`src/rtl/sync_barrier_ctrl.sv`:
```
`timescale 1ns/1ps
`default_nettype none
// ============================================================================
//  Module      : sync_barrier_ctrl
//  Description : Kernel-level sequencer. Launches a kernel on a mask of cores,
//                holds cores at SYNC until every still-running core has
//                arrived, retires cores on EXIT and flags kernel completion.
//  Revision    : 1.0 - initial release
// ============================================================================
module sync_barrier_ctrl #(
    parameter int NUM_CORES = 4,
    parameter int CNT_WIDTH = 16
) (
    input  logic                 clk,
    input  logic                 rst,
    input  logic                 start,
    input  logic [NUM_CORES-1:0] core_mask,
    input  logic [NUM_CORES-1:0] sync_req,
    input  logic [NUM_CORES-1:0] exit_req,
    output logic [NUM_CORES-1:0] core_en,
    output logic [NUM_CORES-1:0] core_stall,
    output logic                 barrier_release,
    output logic [CNT_WIDTH-1:0] barrier_count,
    output logic [CNT_WIDTH-1:0] cycle_count,
    output logic                 busy,
    output logic                 kernel_done
);

    // ------------------------------------------------------------------------
    // State encoding
    // ------------------------------------------------------------------------
    localparam logic [1:0] c_IDLE = 2'd0;
    localparam logic [1:0] c_RUN  = 2'd1;
    localparam logic [1:0] c_DONE = 2'd2;

    localparam logic [CNT_WIDTH-1:0] c_CNT_ONE = CNT_WIDTH'(1);
    localparam logic [CNT_WIDTH-1:0] c_CNT_MAX = '1;

    // ------------------------------------------------------------------------
    // Registers
    // ------------------------------------------------------------------------
    logic [1:0]           r_state;
    logic [1:0]           w_state_next;
    logic [NUM_CORES-1:0] r_launched;
    logic [NUM_CORES-1:0] r_exited;
    logic [NUM_CORES-1:0] r_arrived;
    logic [NUM_CORES-1:0] r_core_en;
    logic                 r_barrier_release;
    logic [CNT_WIDTH-1:0] r_barrier_count;
    logic [CNT_WIDTH-1:0] r_cycle_count;

    // ------------------------------------------------------------------------
    // Combinational request qualification and barrier evaluation
    // ------------------------------------------------------------------------
    logic                 w_in_run;
    logic                 w_launch;
    logic [NUM_CORES-1:0] w_running;
    logic [NUM_CORES-1:0] w_exit_acc;
    logic [NUM_CORES-1:0] w_sync_acc;
    logic [NUM_CORES-1:0] w_run_next;
    logic [NUM_CORES-1:0] w_arr_next;
    logic                 w_release_now;
    logic                 w_all_exited;

    assign w_in_run   = (r_state == c_RUN);
    // start is only honoured while no kernel is active
    assign w_launch   = start && ((r_state == c_IDLE) || (r_state == c_DONE));
    assign w_running  = r_launched & ~r_exited;

    // Requests only count for cores that are still running; exit beats sync
    // when a core raises both in the same cycle.
    assign w_exit_acc = w_in_run ? (exit_req & w_running) : '0;
    assign w_sync_acc = w_in_run ? (sync_req & w_running & ~exit_req) : '0;

    // Population of the barrier as it will stand after this cycle's exits.
    assign w_run_next = w_running & ~w_exit_acc;
    assign w_arr_next = (r_arrived | w_sync_acc) & w_run_next;

    // A barrier completes when every surviving core has arrived. This also
    // covers the case where the last straggler exits instead of syncing.
    assign w_release_now = w_in_run
                        && (w_run_next != '0)
                        && (w_arr_next != '0)
                        && (w_arr_next == w_run_next);

    // Kernel ends once no core is left running; waiting cores get no release.
    assign w_all_exited = w_in_run && (w_run_next == '0);

    // State register
    always_ff @(posedge clk) begin
        if (rst) begin
            r_state <= c_IDLE;
        end else begin
            r_state <= w_state_next;
        end
    end

    // Next-state decode
    always_comb begin
        w_state_next = r_state;
        case (r_state)
            c_IDLE, c_DONE: begin
                if (start) begin
                    w_state_next = (core_mask != '0) ? c_RUN : c_DONE;
                end
            end
            c_RUN: begin
                if (w_all_exited) begin
                    w_state_next = c_DONE;
                end
            end
            default: begin
                w_state_next = c_IDLE;
            end
        endcase
    end

    // Per-core tracking, enables, release pulse and counters
    always_ff @(posedge clk) begin
        if (rst) begin
            r_launched        <= '0;
            r_exited          <= '0;
            r_arrived         <= '0;
            r_core_en         <= '0;
            r_barrier_release <= 1'b0;
            r_barrier_count   <= '0;
            r_cycle_count     <= '0;
        end else if (w_launch) begin
            // A zero mask still clears counters and lands directly in DONE,
            // where the enables are forced low.
            r_launched        <= core_mask;
            r_exited          <= '0;
            r_arrived         <= '0;
            r_core_en         <= core_mask;
            r_barrier_release <= 1'b0;
            r_barrier_count   <= '0;
            r_cycle_count     <= '0;
        end else if (w_in_run) begin
            r_exited  <= r_exited | w_exit_acc;
            r_core_en <= w_run_next;
            if (r_cycle_count != c_CNT_MAX) begin
                r_cycle_count <= r_cycle_count + c_CNT_ONE;
            end
            if (w_release_now) begin
                r_arrived         <= '0;
                r_barrier_release <= 1'b1;
                r_barrier_count   <= r_barrier_count + c_CNT_ONE;
            end else begin
                // w_arr_next is already empty when the kernel is finishing
                r_arrived         <= w_arr_next;
                r_barrier_release <= 1'b0;
            end
        end else begin
            r_core_en         <= '0;
            r_barrier_release <= 1'b0;
        end
    end

    // Output decode: status from state, stall from arrivals and live syncs
    always_comb begin
        core_en         = r_core_en;
        barrier_release = r_barrier_release;
        barrier_count   = r_barrier_count;
        cycle_count     = r_cycle_count;
        busy            = (r_state == c_RUN);
        kernel_done     = (r_state == c_DONE);
        // The completing cycle unstalls everyone, so the last arriver never
        // sees a stall and the waiters resume without an extra bubble.
        core_stall      = '0;
        if (w_in_run) begin
            core_stall = (r_arrived | w_sync_acc) & ~{NUM_CORES{w_release_now}};
        end
    end

endmodule
`default_nettype wire

```
`config.mk`:
```
export PLATFORM = sky130hd
export DESIGN_NAME = sync_barrier_ctrl
export DESIGN_NICKNAME = d
export VERILOG_FILES = /design/src/rtl/sync_barrier_ctrl.sv
export SDC_FILE = /design/constraint.sdc
export NUM_CORES = 1
export LEC_CHECK = 0
export ABC_AREA = 1
export BUFFER_PORTS_ARGS = -buffer_cell sky130_fd_sc_hd__buf_2
export CORE_UTILIZATION = 37
export CTS_BUF_LIST = sky130_fd_sc_hd__clkbuf_8 sky130_fd_sc_hd__clkbuf_16
export CTS_CLUSTER_SIZE = 28
export DETAILED_ROUTE_END_ITERATION = 12
export PLACE_DENSITY = 0.68
export SYNTH_ARGS = -nofsm -noshare
export SYNTH_HDL_FRONTEND = slang
export SYNTH_SLANG_ARGS = --single-unit
```
`constraint.sdc`:
```
create_clock -name clk -period 2.29 [get_ports clk]
set_input_delay 0.458 -clock clk [delete_from_list [all_inputs] [get_ports clk]]
set_output_delay 0.458 -clock clk [all_outputs]
set_load 0.02 [all_outputs]
```
==> metrics list, run 1 <==
- In this run the worst setup path begins at r_state[0].
- For this run, the leading register cell type out of synthesis is sky130_fd_sc_hd__dfxtp_1.
* Count of unique library cells instantiated by Yosys: 27
- Port buffering added 57 buffers.
* Placer congestion estimate: 0.8491
- Mean Syn Cell Area: 6.747 sq um
* Type of destination of the critical path: output pin
- Clock buffer count from CTS: 5
- Number of primary I/O pins: 58
* CTS Root Buffer Type: sky130_fd_sc_hd__clkbuf_8
- Dividing the detail-routed wire length by the instance count gives 12.08 microns.
- Post-Synth Adder-Cell Area: 0.9390%
* Placeable core region: 0.006869 sq mm
- Once placement finished, the instance area stood at 0.003072 sq mm.
- Simple-gate share of the synthesized area: 34.13%
- The worst hold path belongs to the class input pin to register.
- Total power draw: 1.735 mW
- Total GRT Usage: 18.09%
- Pin count of the biggest net entering global routing: 22
- CTS built an H-tree with a depth of 2.
* Total count of max-transition violations in the final report: 0
* Via count of the first global-routing pass: 2462
- Portion of the post-synthesis area used by sequential elements: 38.31%
- Number of nets in the finished design: 481
* Clk pin slew, worst setup/hold paths: 90 ps
* Dominant cell type by area after synthesis: sky130_fd_sc_hd__dfxtp_1
- Peak Freq: 452.7 MHz
* Number of flops mapped to enable cells by yosys: 0
* Clock sinks: 51
- TritonCTS clock tree: yes
- Chip Height: 86.87 microns
- Dominant combinational cell family by area after synthesis: simple AND/OR/NAND/NOR gates
- The worst path uses 96.47% of the clock period.
- Counting flops with an async set or reset pin after synthesis yields a share of 0%.
* Clock period minus worst slack: 2209 ps
- PwrDens: 519.3 mW/mm^2
* Post-Route Skew: 14.62 ps
- Required time reported for the critical path endpoint: 1830 ps
* Post-DR vias/cell: 4.897
- CTS Buffer Depth: 2
* Vias after detailed routing: 2747
- Along the worst path, the maximum fanout reaches 4.
- The worst-case IR drop observed on VDD is 0.2411 mV.
* Worst slew slack as a fraction of its limit: 71.93%
* Synthesized-area fraction occupied by xor and xnor cells: 5.258%
* Total overflow reported by the global router: 0
- After detailed routing, the total wire length is 6.778 mm.
- The first global-routing pass estimated 10.78 mm of wire.
- The initial utilization of the core area, before any placement, comes to 38.80%.
- Die Wd: 86.87 microns
* Count of mapped cells out of synthesis: 395
- Count of unresolved DRC violations after routing: 0
* Setup violators final: 0
- The first routing iteration left 134 violations.
- Hpwl dp: 4.723 mm
* CP arrival: 1750 ps
* Layout cells sized above 1: 22.80%
* Worst Tran Pin Value: 419.5 ps
- Static leakage power: 1.368 nW
- Number of nets with antenna violations after routing: 0
- Final core area utilization: 48.63%
- Kind of start point of the critical path: register
* Cell area after synthesis: 0.002665 sq mm
- Dominant cell by count in the synthesized netlist: sky130_fd_sc_hd__nand2_1
* Clk Latency, worst-skew pair: 300 ps
- Ranked by total cell area, the synthesized netlist is headed by sky130_fd_sc_hd__dfxtp_1 38%, sky130_fd_sc_hd__nand2_1 11%, sky130_fd_sc_hd__nand3_1 9.4%.
* Post-route design area: 0.003341 sq mm
* Compound-gate portion of the synthesized area: 11.69%
* Total Die Area: 0.007546 sq mm
- Number of endpoints with negative hold slack in the final report: 0
- After synthesis, the most frequently instantiated cells are 77 x sky130_fd_sc_hd__nand2_1, 52 x sky130_fd_sc_hd__nor2_1, 51 x sky130_fd_sc_hd__dfxtp_1.
- Synth Register Bits: 51
- Growth of design area from synthesis to finish: 25.35%
- Reg-to-reg slack, setup: 540 ps
* Post-synth net total: 412
- Max-cap violations in this run came to 0.
* Run status: finished clean
- Portion of netlist area occupied by mux cells: 0%
- Yosys warnings: 0
* Antenna violations before repair: 0
* Pre-antenna DRT Iters: 4
* Top cell type's share of synthesized area: 38.31%
- The worst register-to-register path begins at cycle_count[0].
* Source of the worst hold timing path: rst
* Kind of critical path: register to output pin
* Number of rows in the core area: 30
- The repair_antennas step left the layout with diodes totalling 0.
metal layers:
| layer | wire length [microns] | vias up | GRT usage [%] |
|---|---|---|---|
| met2 | 3273 | 66 | 29.85 |
| met1 | 3165 | 1254 | 23.30 |
| met5 | 0 | - | 0 |
| met3 | 251 | 10 | 3.128 |
| li1 | - | 1417 | - |
| met4 | 86 | 0 | 7.576 |
cell usage in the layout (no fill, tap or decap), types with 2 or more instances in the layout:
| cell | instances |
|---|---|
| sky130_fd_sc_hd__nand3_2 | 4 |
| sky130_fd_sc_hd__nand3_1 | 48 |
| sky130_fd_sc_hd__a21oi_1 | 36 |
| sky130_fd_sc_hd__nor3b_1 | 3 |
| sky130_fd_sc_hd__o21ai_0 | 16 |
| sky130_fd_sc_hd__nor3_1 | 11 |
| sky130_fd_sc_hd__buf_6 | 2 |
| sky130_fd_sc_hd__nand2_4 | 2 |
| sky130_fd_sc_hd__ha_1 | 2 |
| sky130_fd_sc_hd__clkbuf_8 | 7 |
| sky130_fd_sc_hd__xor2_1 | 13 |
| sky130_fd_sc_hd__dfxtp_1 | 49 |
| sky130_fd_sc_hd__nand2_1 | 74 |
| sky130_fd_sc_hd__dfxtp_4 | 2 |
| sky130_fd_sc_hd__o21ai_4 | 3 |
| sky130_fd_sc_hd__o21ai_1 | 2 |
| sky130_fd_sc_hd__inv_2 | 3 |
| sky130_fd_sc_hd__buf_4 | 18 |
| sky130_fd_sc_hd__nor2_1 | 48 |
| sky130_fd_sc_hd__inv_1 | 46 |
| sky130_fd_sc_hd__xnor2_1 | 3 |
| sky130_fd_sc_hd__nand2_2 | 2 |
| sky130_fd_sc_hd__nor2_4 | 2 |
| sky130_fd_sc_hd__nor2_2 | 4 |
| sky130_fd_sc_hd__nand4_1 | 5 |
| sky130_fd_sc_hd__buf_2 | 53 |
worst max-delay path: stages (launching register included):
cell and delay, ps:
sky130_fd_sc_hd__dfxtp_4 400, sky130_fd_sc_hd__inv_2 50, sky130_fd_sc_hd__nor2_4 140, sky130_fd_sc_hd__buf_4 140
sky130_fd_sc_hd__nand3_1 90, sky130_fd_sc_hd__nand3_1 100, sky130_fd_sc_hd__nand2_1 80, sky130_fd_sc_hd__nor2_4 110
sky130_fd_sc_hd__nand2_4 60, sky130_fd_sc_hd__nand2_4 80, sky130_fd_sc_hd__nor2_1 40, sky130_fd_sc_hd__buf_4 150
state kept, by name, indices dropped and copies added, names as in the netlist:
register,flops
cycle_count,16
core_en,4
r_launched,4
barrier_release,1
r_exited,4
barrier_count,16
r_arrived,4
r_state,2
final timing paths:
path	end	depth (start not counted)
worst max register to register	cycle_count[8]	10
worst min-delay path	r_state[0]	2
worst min register to register	r_launched[3]	2
worst max-delay path	core_stall[3]	11
power breakdown:
part / switching [mW] / leakage, nW / internal, mW / total [mW]
Sequential: 0.0141 / 0.414 / 0.902 / 0.916
Clock: 0.282 / 0.0557 / 0.272 / 0.553
Combinational: 0.172 / 0.899 / 0.0932 / 0.265
Total: 0.468 / 1.37 / 1.27 / 1.73
timing repair:
action / CTS / global route
gates resized for setup: 3 / 25
hold endpoints to repair: 0 / 0
setup buffers: 4 / 3
endpoints found under the setup margin: 4 / 4
hold buffers: 0 / 0
pin swaps: 2 / 6
logic make-up (layout without fill, tap and decap cells):
group	count (synthesis)	count (layout)
fa+ha+maj	2	2
flops	51	51
simple gates	205	205
buf+inv	61	131
xor+xnor	16	16
compound gates	60	60
stage by stage:
step / hold slack, ps / worst slack [ps] / instances / setup TNS, ps
6_report: 379.9 / 80.93 / 561 / 0
5_1_grt: 357.3 / -42.82 / 561 / -147.0
4_1_cts: 367.8 / 5.145 / 558 / 0
3_5_place_dp: 436.6 / 204.7 / 546 / 0
3_3_place_gp: 433.8 / 280.2 / 546 / 0
2_1_floorplan: 419.1 / 207.3 / 395 / 0
layout make-up:
cell class | count | area [sq um]
well taps | 96 | 120.1
multi-input cells | 283 | 1463
clock inverters | 1 | 3.754
fillers | 702 | 3528
flip-flops and latches | 51 | 1028
clock buffers | 7 | 96.34
repair buffers | 74 | 442.9
inverters | 49 | 186.4
(Power assumes the default switching activity.)
==> run 2: changes to the inputs <==
- PLACE_DENSITY: 0.68 -> 0.7
- clock period: 2.29 -> 2 ns (I/O delays scaled with it)
==> run 2 against run 1 <==
  * Die area stayed put
  * Register-to-register slack worse by 390 ps
  * Flip-flop and latch count stayed put
  * Sequential share of layout area is 1.6 points lower
  * Final area is 5.3% higher
  * Clock skew is 2.7 ps lower
  * The run now ends with negative setup slack left
==> metrics list, run 2 (synthesized netlist as in run 1, its figures left out) <==
- Hold bufs inserted after CTS: 0 (unchanged)
- The sink count of the clock tree came to 51 (unchanged).
- Initial Utilization: 38.80% (unchanged)
- CTS H-Tree Depth: 2 (unchanged)
* Clock period minus worst slack: 2155 ps
- The antenna diode instance count came to 0 (unchanged).
- Buffers on Ports: 57 (unchanged)
- The final worst setup slack came to -155.0 ps (-236.0 ps).
- The signal arrival time at the worst endpoint was 1760 ps (about the same).
* Clk pin slew, worst setup/hold paths: 100 ps (about the same)
* Layout cells sized above 1: 26.48% (+3.7 points)
- The final reports fail on negative setup slack.
* Total GRT Usage: 18.94% (+0.85 points)
* Cell depth of the worst flop-to-flop path: 14 (+4)
- Total power draw: 2.134 mW (+23%)
- Switching power share of the total: 27.68% (+0.71 points)
- The global-route wire length before repair is 11.34 mm (+5.3%).
- FILL cells: 684 (-2.6%)
* Count of unresolved DRC violations after routing: 0 (unchanged)
- The setup violation total in the final timing report is 4 (+4).
- The final wirelength came to 7.060 mm (+4.2%).
* Die Wd: 86.87 microns (unchanged)
- Run status: complete, but fails checks
* Cell Area, Placed: 0.003127 sq mm (+1.8%)
- The worst setup path is captured at an output pin.
* Clock buffer count from CTS: 5 (unchanged)
* Maximum ir drop on the vdd rail: 0.2631 mV (+9.1%)
- Switch Pwr: 0.5907 mW (+26%)
- Growth of design area from synthesis to finish: 32.02%
- Number of nets with antenna violations after routing: 0 (unchanged)
- Total overflow reported by the global router: 0 (unchanged)
* Total count of max-transition violations in the final report: 0 (unchanged)
- The number of ports placed on the die boundary is 58 (unchanged).
- Vias after detailed routing: 2794 (+1.7%)
- CTS Buffer Depth: 2 (unchanged)
- The initial detailed-routing violation count came to 165 (+23%).
* Peak Freq: 464.0 MHz
- Pin count of the biggest net entering global routing: 26 (+18%)
- The worst relative slew slack is 74.02% (+2.1 points).
- Antenna violations before repair: 0 (unchanged)
* Post-DR vias/cell: 4.919 (+0.46%)
- Placeable core region: 0.006869 sq mm (unchanged)
- Post-Route Skew: 11.95 ps (-2.664 ps)
* Worst setup startpoint: r_state[0]
- The summed area of non-filler cells in the final layout was 0.003518 sq mm (+5.3%).
- The iteration count of the initial detailed-routing pass came to 4 (unchanged).
* Required time reported for the critical path endpoint: 1600 ps (-230 ps)
- Max-cap viol count: 0 (unchanged)
- Clock network fraction of design power: 34.3% (+2.4 points)
- Placer congestion estimate: 0.8516 (+0.29%)
- Per-cell routed wire length: 12.43 microns (+2.9%)
* Critical register-to-register path startpoint: r_state[0]
* Critical Path Sink: core_stall[1]
* Hpwl dp: 4.701 mm (-0.46%)
- The relative contribution of combinational cells to total power came to 16.6% (+1.3 points).
* Reg-to-reg slack, setup: 150 ps (-390 ps)
- CTS Root Buffer Type: sky130_fd_sc_hd__clkbuf_8
- Number of nets in the finished design: 488 (+1.5%)
* Worst Tran Pin Value: 386.7 ps (-32.82 ps)
- Type of the most critical hold path: input pin to register
* TritonCTS clock tree: yes
- Leaving out fill and tap cells, the most frequent cell in the layout is sky130_fd_sc_hd__nand2_1.
- Clk Latency, worst-skew pair: 310 ps (about the same)
- The worst hold slack is 314.1 ps (-65.79 ps).
- The sum of negative setup slack was -587.4 ps (-587.4 ps).
* PwrDens: 606.6 mW/mm^2 (+17%)
* Total Die Area: 0.007546 sq mm (unchanged)
- Portion of total power attributed to sequential cells: 49.1% (-3.7 points)
* Largest fanout on the critical path: 6 (+2)
- Unrepaired setup endpoints after global routing: yes
- The number of global-route vias before repair was 2537 (+3.0%).
- In the layout the commonest cells are 73 x sky130_fd_sc_hd__nand2_1, 53 x sky130_fd_sc_hd__buf_2, 49 x sky130_fd_sc_hd__dfxtp_1, 45 x sky130_fd_sc_hd__nor2_1, 45 x sky130_fd_sc_hd__inv_1.
* Number of rows in the core area: 30 (unchanged)
* Kind of critical path: register to output pin
* Kind of start point of the critical path: register
- After layout, the worst path uses 107.8% of the clock period.
* Number of endpoints with negative hold slack in the final report: 0 (unchanged)
- The leakage power summed over all cells is 1.419 nW (+3.7%).
- The vertical die dimension came to 86.87 microns (unchanged).
- The worst register-to-register path ends at barrier_count[0].
* Power Internal: 1.543 mW (+22%)
[run 2: cell count changes in the layout (fill, tap and decap cells not counted), sizes merged]
cell | before | now
buf | 74 | 81
bufinv | 0 | 1
clkbuf | 7 | 5
clkinv | 0 | 2
inv | 50 | 49
[run 2: routing by layer]
layer	GRT usage (%)	share of wire, %	wire length, microns
met2	31.85	48	3359
met1	24.24	45	3210
met5	0	0	0
met4	7.121	2.2	155
met3	3.223	4.7	335
[run 2: stage by stage]
stage          std cells  util, %  setup WS (ps)
6_report             568    51.22         -155.0
5_1_grt              568    51.22         -213.7
4_1_cts              567    49.93         -120.6
3_5_place_dp         550    45.52          58.98
3_3_place_gp         550    45.52          96.36
2_1_floorplan        395        -         -24.74
[run 2: worst min-delay path by stage]
stage                  start  slack, ps  cells after the start             to
3_5_place_dp   r_launched[3]        440                      2  r_launched[3]
6_report                 rst        310                      2     r_state[0]
5_1_grt                  rst        300                      2     r_state[1]
3_3_place_gp   r_launched[3]        430                      2  r_launched[3]
2_1_floorplan  r_launched[3]        420                      2  r_launched[3]
4_1_cts                  rst        300                      2     r_state[0]
[run 2: power by group through the flow]
stage               Combinational, mW  Sequential [mW]  Clock, mW
floorplan                       0.161             1.08          0
global placement                0.265             1.07          0
global route                    0.380             1.05      0.798
CTS                             0.322             1.05      0.758
detailed placement              0.270             1.07          0
finish                          0.355             1.05      0.732
[run 2: layout make-up]
class                   instances  area [sq um]  share of cell area (%)
well taps                      96         120.1                   3.414
multi-input cells             283          1531                   43.53
inverters                      49         186.4                   5.299
clock inverters                 3         43.79                   1.245
flip-flops and latches         51          1028                   29.23
clock buffers                   5         68.82                   1.956
repair buffers                 81         539.3                   15.33
[run 2: worst max-delay path, cell delays in order (launching register included)]
cell and delay (ps):
sky130_fd_sc_hd__dfxtp_4 380, sky130_fd_sc_hd__inv_2 70, sky130_fd_sc_hd__nor2_4 40, sky130_fd_sc_hd__buf_12 140, sky130_fd_sc_hd__a21oi_2 170, sky130_fd_sc_hd__nand3_2 100
sky130_fd_sc_hd__nand2_2 100, sky130_fd_sc_hd__nor2_4 50, sky130_fd_sc_hd__nand2_4 90, sky130_fd_sc_hd__nand2_8 80, sky130_fd_sc_hd__nor2_4 110, sky130_fd_sc_hd__buf_6 130
[run 2: timing repair]
action,CTS,global route
setup buffers,9,1
endpoints found under the setup margin,4,4
gates resized for setup,30,18
cloned,1,0
pin swaps,10,7
==> run 3: changes to the inputs <==
- GPL_TIMING_DRIVEN: unset -> 0
- REMOVE_ABC_BUFFERS: unset -> 1
- SLEW_MARGIN: unset -> 40
==> run 3 against run 2 <==
  * The run still ends with negative setup slack left
  * Sequential share of layout area is 0.14 points higher
  * Critical path type unchanged
  * Largest power group unchanged
  * Sequential power hardly changed
  * First-iteration DRC count is 16% higher
  * Count of clock-buffer cells in the layout is 1 higher
==> metrics list, run 3 (synthesized netlist as in run 1, its figures left out) <==
- From synthesis to final layout, the design area changed by 31.22%.
- TritonCTS built the clock tree.
* Clock period minus worst slack: 2216 ps (+61.42 ps)
- The most critical setup path has its endpoint at core_stall[2].
* 1st-iter DRT viols: 192 (+16%)
- Part of the cycle the worst path needs: 110.8% (+3.1 points)
- The maximum buffer depth of the clock tree was 2 (unchanged).
- The placeable core region is 0.006869 sq mm (unchanged).
* Buffers on Ports: 57 (unchanged)
* Commonest cells after routing, fill and taps aside: 73 x sky130_fd_sc_hd__nand2_1, 54 x sky130_fd_sc_hd__buf_2, 48 x sky130_fd_sc_hd__dfxtp_1, 46 x sky130_fd_sc_hd__nor2_1, 46 x sky130_fd_sc_hd__nand3_1
* Per-cell routed wire length: 12.64 microns (+1.7%)
- Type of destination of the critical path: output pin
- The number of ports placed on the die boundary came to 58 (unchanged).
* Clock sinks: 51 (unchanged)
* Worst Tran Pin Value: 624.7 ps (+238.0 ps)
* Clk pin slew, worst setup/hold paths: 100 ps (about the same)
* Crit Reg-Reg Endpoint: barrier_count[10]
* Unrepaired setup endpoints after global routing: yes
- The most critical setup path has its startpoint at r_state[0].
- Final routed wirelength across all metal layers: 7.193 mm (+1.9%)
- The number of max-capacitance violations reported is 0 (unchanged).
* Run status: complete, but fails checks
* Count of cells along the worst hold path: 2 (unchanged)
* Die Wd: 86.87 microns (unchanged)
- The startpoint identified for the worst hold timing path is rst.
- The half-perimeter wire length after detailed placement is 4.551 mm (-3.2%).
- The peak supply drop is 0.3669 mV (+39%).
- Required time reported for the critical path endpoint: 1600 ps (about the same)
- Type of the most critical hold path: input pin to register
- The pin count of the biggest net entering global routing is 32 (+23%).
* Reg-to-reg slack, setup: 110 ps (-40 ps)
- CP arrival: 1820 ps (+60 ps)
* Post-route worst setup slack: -216.5 ps (-61.42 ps)
- Antenna violations before repair: 0 (unchanged)
- Largest fanout on the critical path: 8 (+2)
* Global-route wire length before repair: 11.63 mm (+2.5%)
- The number of max-slew violations in the final report is 0 (unchanged).
* Number of endpoints with negative hold slack in the final report: 0 (unchanged)
- CTS H-Tree Depth: 2 (unchanged)
* Number of antenna cells inserted: 0 (unchanged)
* Min Hold Slack: 307.9 ps (-6.172 ps)
- Static leakage power: 1.402 nW (-1.3%)
* Setup slack after placement: -825.8 ps (-884.8 ps)
- Number of nets with antenna violations after routing: 0 (unchanged)
- The global-route usage over all layers is 19.29% (+0.34 points).
- Post-Route Skew: 11.74 ps (-0.2150 ps)
- The timing-limited maximum frequency was 451.2 MHz (-2.8%).
* Pre-antenna DRT Iters: 4 (unchanged)
* Clock buffer count from CTS: 5 (unchanged)
- The worst relative slew slack was 58.31% (-16 points).
* Seq. cell area: 0.001027 sq mm (-0.12%)
- Chip Height: 86.87 microns (unchanged)
- The tree is rooted in a sky130_fd_sc_hd__clkbuf_8.
* Cell depth of the worst flop-to-flop path: 12 (-2)
- The total via count in the routed design is 2837 (+1.5%).
- Most common library cell in the layout ignoring fill and taps: sky130_fd_sc_hd__nand2_1
- The worst register-to-register path begins at r_state[0].
- The routability congestion estimate was 0.8702 (+2.2%).
- Number of rows in the core area: 30 (unchanged)
- The worst setup path is launched from a register.
- The initial core utilization came to 38.80% (unchanged).
* Kind of critical path: register to output pin
- Layout cells sized above 1: 26.22% (-0.27 points)
- Via count of the first global-routing pass: 2612 (+3.0%)
- Total Die Area: 0.007546 sq mm (unchanged)
* PwrDens: 618.8 mW/mm^2 (+2.0%)
* Total overflow reported by the global router: 0 (unchanged)
* Setup violators final: 4 (unchanged)
- The number of DRC violations after detailed routing is 0 (unchanged).
* Number of nets in the finished design: 489 (+0.20%)
- Post-DR vias/cell: 4.986 (+1.4%)
- Clk Latency, worst-skew pair: 300 ps (about the same)
* Combined area of the multi-input logic cells: 0.001536 sq mm (+0.33%)
- The final reports fail on negative setup slack.
- FILL cells: 686 (+0.29%)
==> run 3: worst min-delay path by stage <==
stage                                to
after global routing         r_state[1]
after global placement    r_launched[3]
after CTS                    r_state[1]
after detailed placement  r_launched[3]
final                        r_state[1]
after floorplan           r_launched[3]
==> run 3: final cells by class <==
class | instances | area share, %
Timing Repair Buffer | 80 | 14.31
Clock buffer | 6 | 2.361
Tap cell | 96 | 3.435
Multi-Input combinational cell | 285 | 43.94
Sequential cell | 51 | 29.37
Inverter | 49 | 5.581
Clock inverter | 2 | 1.002
==> run 3: worst max-delay path: stages (launching register included) <==
cell and delay (ps):
sky130_fd_sc_hd__dfxtp_4 410, sky130_fd_sc_hd__inv_4 40, sky130_fd_sc_hd__nor2_4 140, sky130_fd_sc_hd__buf_12 160, sky130_fd_sc_hd__nand3_4 70, sky130_fd_sc_hd__nand3_2 100, sky130_fd_sc_hd__nand2_2 60, sky130_fd_sc_hd__nor2_4 180
sky130_fd_sc_hd__nand2_8 80, sky130_fd_sc_hd__nand2_8 90, sky130_fd_sc_hd__nor2_2 50, sky130_fd_sc_hd__buf_6 120
==> run 3: power by group <==
group          switching [mW]  internal (mW)  leakage [nW]
Combinational           0.225          0.130         0.926
Clock                   0.354          0.406        0.0612
Sequential             0.0160           1.03         0.414
Total                   0.595           1.57          1.40
==> run 3: routing by layer <==
layer | global-route usage, % | up-vias | share of wire (%)
li1 | - | 1436 | -
met3 | 2.275 | 10 | 3.5
met5 | 0 | - | 0
met1 | 23.75 | 1334 | 45
met2 | 35.50 | 57 | 51
met4 | 4.848 | 0 | 1.1
==> run 3: repair_timing <==
action,in CTS,in global routing
endpoints found under the setup margin,36,23
resized for setup,35,10
pin swaps,10,5
buffers inserted,13,10
hold buffers,0,0
cloned,2,0
==> run 3: per-stage QoR <==
stage,setup TNS (ps),util (%),power (mW),area (sq um),std cells
2_1_floorplan,-1070,-,1.216,2591,383
3_3_place_gp,-22300,43.62,1.291,2997,536
3_5_place_dp,-10640,43.66,1.295,2999,536
4_1_cts,-951.1,49.20,2.129,3379,559
5_1_grt,-1218,50.91,2.250,3497,569
6_report,-850.1,50.91,2.164,3497,569
